`src/rtl/bus_rr_arbiter.sv`:
```
// rtl/bus_rr_arbiter.sv - round-robin arbiter and packet transfer sequencer for the shared device bus
// Optional feature macro: ARB_BURST_EN (multi-packet grants up to max_burst packets).
// Without the macro every grant moves exactly one packet.
module bus_rr_arbiter #(
  parameter int          drvrs     = 4,
  parameter int          pckg_sz   = 16,
  parameter logic [7:0]  broadcast = 8'hFF,
  parameter int          max_burst = 4
) (
  input  logic               clk,
  input  logic               reset,
  input  logic [drvrs-1:0]   pndng,
  input  logic [pckg_sz-1:0] D_pop [drvrs],
  input  logic [drvrs-1:0]   full,
  output logic [drvrs-1:0]   pop,
  output logic [drvrs-1:0]   push,
  output logic [pckg_sz-1:0] D_push,
  output logic [drvrs-1:0]   gnt,
  output logic               busy,
  output logic               drop
);

  localparam int               IW   = (drvrs > 1) ? $clog2(drvrs) : 1;
  localparam logic [drvrs-1:0] ONE  = drvrs'(1);
  localparam logic [8:0]       DRV9 = 9'(drvrs);
`ifdef ARB_BURST_EN
  localparam logic [3:0]       BURST_LIM = 4'(max_burst);
`endif

  typedef enum logic [1:0] {IDLE, POP, XFER} state_t;

  state_t             state, state_n;
  logic [IW-1:0]      last, last_n;
  logic [IW-1:0]      src, src_n;
  logic [IW-1:0]      pick, idx_c;
  logic [pckg_sz-1:0] pkt, pkt_n;
  logic [3:0]         cnt, cnt_n, cnt_inc;
  logic [drvrs-1:0]   gnt_n, mask, src_hot;
  logic [7:0]         dst;
  logic               found, valid, blocked, cont;
`ifdef ARB_BURST_EN
  logic [3:0]         cnt_after;
`endif

  // Round-robin search: first pending device strictly after the last one served.
  always_comb begin
    found = 1'b0;
    pick  = '0;
    idx_c = '0;
    for (int k = 1; k <= drvrs; k++) begin
      idx_c = IW'((int'(last) + k) % drvrs);
      if (!found && pndng[idx_c]) begin
        found = 1'b1;
        pick  = idx_c;
      end
    end
  end

  // Destination decode of the latched packet into a target mask and blocking status.
  always_comb begin
    dst     = pkt[pckg_sz-1 -: 8];
    src_hot = ONE << src;
    mask    = '0;
    valid   = 1'b0;
    if (dst == broadcast) begin
      mask  = ~src_hot;
      valid = 1'b1;
    end else if ({1'b0, dst} < DRV9) begin
      mask  = ONE << dst;
      valid = 1'b1;
    end
    blocked = |(mask & full);
    cnt_inc = (cnt == 4'd15) ? cnt : cnt + 4'd1;
  end

  // Burst continuation decision, made with the count that includes the packet just moved.
  always_comb begin
    cont = 1'b0;
`ifdef ARB_BURST_EN
    cnt_after = valid ? cnt_inc : cnt;
    cont      = pndng[src] && (cnt_after < BURST_LIM);
`endif
  end

  // Next-state and strobe decode; push is the only output gated combinationally by full.
  always_comb begin
    state_n = state;
    last_n  = last;
    src_n   = src;
    pkt_n   = pkt;
    cnt_n   = cnt;
    gnt_n   = gnt;
    pop     = '0;
    push    = '0;
    drop    = 1'b0;
    case (state)
      IDLE: begin
        if (found) begin
          src_n   = pick;
          gnt_n   = ONE << pick;
          cnt_n   = '0;
          state_n = POP;
        end
      end
      POP: begin
        pop     = src_hot;
        pkt_n   = D_pop[src];
        state_n = XFER;
      end
      XFER: begin
        if (!valid || !blocked) begin
          if (!valid) begin
            drop = 1'b1;
          end else begin
            push  = mask;
            cnt_n = cnt_inc;
          end
          if (cont) begin
            state_n = POP;
          end else begin
            last_n  = src;
            gnt_n   = '0;
            state_n = IDLE;
          end
        end
      end
      default: state_n = IDLE;
    endcase
  end

  // State and datapath registers; reset drops any in-flight packet.
  always_ff @(posedge clk or posedge reset) begin
    if (reset) begin
      state <= IDLE;
      last  <= IW'(drvrs - 1);
      src   <= '0;
      pkt   <= '0;
      cnt   <= '0;
      gnt   <= '0;
    end else begin
      state <= state_n;
      last  <= last_n;
      src   <= src_n;
      pkt   <= pkt_n;
      cnt   <= cnt_n;
      gnt   <= gnt_n;
    end
  end

  assign busy   = (state != IDLE);
  assign D_push = pkt;

endmodule

```
`config.mk`:
```
export PLATFORM = sky130hd
export DESIGN_NAME = bus_rr_arbiter
export DESIGN_NICKNAME = d
export VERILOG_FILES = /design/src/rtl/bus_rr_arbiter.sv
export SDC_FILE = /design/constraint.sdc
export NUM_CORES = 1
export LEC_CHECK = 0
export CORE_AREA = 2 2 79 81
export CTS_CLUSTER_SIZE = 10
export DETAILED_ROUTE_END_ITERATION = 12
export DIE_AREA = 0 0 81 83
export GPL_TIMING_DRIVEN = 0
export PLACE_DENSITY = 0.68
export SETUP_SLACK_MARGIN = 0.2
export SYNTH_ARGS = -nofsm -noshare
export SYNTH_HDL_FRONTEND = slang
export SYNTH_SLANG_ARGS = --single-unit
```
`constraint.sdc`:
```
create_clock -name clk -period 2.21 [get_ports clk]
set_input_delay 0.221 -clock clk [delete_from_list [all_inputs] [get_ports clk]]
set_output_delay 0.221 -clock clk [all_outputs]
set_load 0.02 [all_outputs]
```
==> flow_summary_export.csv <==
group,metric,value,unit
sta,setup_violations,6,
sta,skew,3.16,ps
synth,synth.top_cell.area_share,0.348,
final_layout,antenna_cells,0,
cts,cts_buffers,3,
synth,ys_warn_count,0,
final_layout,layout-drive-gt1-share,0.200,
detailed_routing,wl_met2,2570,um
synth,synth_area_per_cell,9.87,um2
sta,hold_viol,0,
status,violations,"negative setup slack",
synth,synthFlopType,"dfrtp_1",
critical_path,cp-end-kind,"output port",
detailed_routing,top_layer,"met4",
synth,yosysSeqAreaShare,0.378,
cts,clkLatencyLatePin,270,ps
placed_design,io_buffers,103,
detailed_routing,wl,5020,um
sta,slew_viol_final,0,
detailed_routing,routed-via-count,1779,
grt,grt_pass1_wl,8560,um
synth,synth.ff_latch_count,26,
synth,yosys.area.top_type,"dfrtp_1",
placed_design,hpwl,4110,um
die,rows,28,
detailed_routing,dr.pass1.iters,4,
final_layout,area_delta_synth_final,75.4,%
synth,synthTopCellsByArea,"dfrtp_1 35%, mux4_2 21%, nand2_1 13%",
power_and_ir_drop,power.leakage,1.27,nW
detailed_routing,wl_met1,1970,um
detailed_routing,viasPerCell,4.87,
sta,rsz0062_at_grt,"true",
critical_path,r2r_setup_slack,-130,ps
critical_path,crit_chain,"or4_4 -> or3_4 -> a211oi_4 -> a211oi_4 -> and3_4 -> buf_2",
final_layout,final_cell_count_no_fill,365,
synth,synth_fp_nets,249,
die,ioPinCount,104,
critical_path,critPathMaxStageDelay,530,ps
grt,grt_use_total,0.160,
die,dieHeight,83,um
job,cap_violations,0,
synth,async_flop_share,1.00,
critical_path,cp-start-kind,"register",
final_layout,finalNetCount,365,
power_and_ir_drop,ir_worst_vdd,0.506,mV
sta,max_freq,394,MHz
critical_path,worstPathMaxFanout,5,
critical_path,crit_arrival,2320,ps
detailed_routing,wl_per_cell,13.8,um
critical_path,reg2reg_depth,7,
grt,grt-ovfl-total,0,
detailed_routing,ant_nets,0,
cts,root_buffer,"clkbuf_8",
grt,grt_pass1_vias,1794,
critical_path,slowest_stage,"or4_4",
detailed_routing,wl_met3,406,um
status,status,"finished, violations left",
cts,numClockSinks,26,
synth,synth_common_cells,"59 x nand2_1, 24 x dfrtp_1, 16 x mux4_2",
grt,antenna_found_initial,0,
power_and_ir_drop,power_density,1170,mW/mm2
synth,synth_cell_types,34,
final_layout,nFillCells,559,
cts,cts_tree,"yes",
synth,synth_edf_count,0,
die,die_area,0.00672,mm2
cts,cts_buffer_depth,2,
hold_path,min_path_type,"input pin to async pin",
die,coreArea,0.00582,mm2
sta,relSlewSlack,0.359,
synth,yosysMostFrequentCell,"nand2_1",
die,die_w,81,um
critical_path,crit_top_cell,"a211oi_4",
grt,grt_max_degree,27,
detailed_routing,drc_errors,0,
critical_path,path_class,"register to output port",
sta,finalCritPeriodShare,1.15,
placed_design,place.detailed.instances,353,
synth,syn-cell-area,0.00173,mm2
placed_design,routabilityCongestion,0.758,
sta,worst_slew_pin_slew,961,ps
die,initial_core_util,0.297,
placed_design,place_ws,-646,ps
sta,finalWorstSetupSlack,-326,ps
power_and_ir_drop,power,0.00354,W
cts,htreeDepth,1,
critical_path,cp.required,1990,ps
critical_path,r2r-end,"last[1]$_DFFE_PP1P_",
synth,syn-instance-count,175,
critical_path,cp-startpoint,"D_push[11]$_DFFE_PP0P_",
critical_path,reg2reg_from,"D_push[11]$_DFFE_PP0P_",
cts,clkTransAtPathRegs,90,ps
detailed_routing,drt_iter0_drc,46,
sta,post-route-min-period,2540,ps
-- cell type report --
cell class	instances	area [um2]	share of cell area
clock buffers	3	41.3	0.0136
repair buffers	111	1080	0.358
clock inverters	1	30.0	0.00991
multi-input cells	136	1070	0.353
flip-flops and latches	26	656	0.216
well taps	75	93.8	0.0310
plain buffers	9	41.3	0.0136
inverters	4	15.0	0.00495
-- worst max-delay path by stage --
stage                                      to  slack [ps]  cells after the start
after floorplan           last[1]$_DFFE_PP1P_           5                      5
after global placement                push[2]        -610                      7
after detailed placement              push[2]        -650                      7
after CTS                             push[2]        -370                      6
after global routing                  push[2]        -400                      6
final                                 push[2]        -330                      6
-- layout by cell type, fill, tap and decap left out, types with 2 or more instances in the layout --
master / count
a32o_1: 2
dfstp_2: 2
and2_4: 2
nor2_1: 7
and2_1: 3
o32ai_1: 2
clkbuf_1: 5
buf_6: 4
nand2b_1: 5
o21ai_0: 6
clkbuf_8: 3
nor3_1: 3
nand2_1: 59
dfrtp_1: 22
o22ai_1: 3
inv_1: 4
clkdlybuf4s50_1: 94
a221o_1: 2
or2_2: 3
dlygate4sd2_1: 4
nor2b_1: 2
buf_4: 7
clkbuf_2: 2
mux2_4: 2
a22o_1: 3
buf_2: 3
and3_4: 2
a211oi_4: 2
mux4_2: 16
dfrtp_2: 2
-- layer usage --
| metal | global-route usage | vias up |
|---|---|---|
| li1 | - | 864 |
| met1 | 0.191 | 841 |
| met2 | 0.272 | 68 |
| met3 | 0.0435 | 6 |
| met4 | 0.0570 | 0 |
| met5 | 0 | - |
-- power by group --
group | internal [W] | leakage, nW | switching (W)
sequential | 0.000723 | 0.317 | 0.000211
clock | 0.000242 | 0.0357 | 0.000146
combinational | 0.00113 | 0.912 | 0.00109
total | 0.00209 | 1.27 | 0.00144
-- timing repair --
action	in CTS	in global routing
pin swaps	4	6
setup buffers	8	0
hold buffers	0	0
endpoints found under the setup margin	16	19
gates resized for setup	38	2
-- kinds of logic (layout without fill, tap and decap cells) --
family	count (synthesis)	in the layout	synth area share
AOI/OAI and AO/OA	26	26	0.122
buffers and inverters	13	128	0.0297
DFF	26	26	0.378
and+or+nand+nor	91	91	0.240
muxes	19	19	0.230
-- per-stage QoR --
step	util	instance area, um2	setup TNS, ps	hold slack, ps
after floorplan	-	1750	0	259
after global placement	0.495	2880	-2430	458
after detailed placement	0.495	2880	-2550	462
after CTS	0.520	3020	-1680	485
after global routing	0.521	3030	-1930	501
final	0.521	3030	-1360	464
-- critical path, delay by kind of cell (launching register included) --
kind	cells	cell delay [ps]
AND/OR/NAND/NOR	3	1080
buffers and inverters	1	150
AO/OA/AOI/OAI	2	410
flip-flops	1	410
-- registers in the layout, summed over array words and instances (netlist names) --
register and count:
gnt 4, D_push 16, last 2, src 2
state 2
No activity file was read; power rests on OpenSTA's default activity.
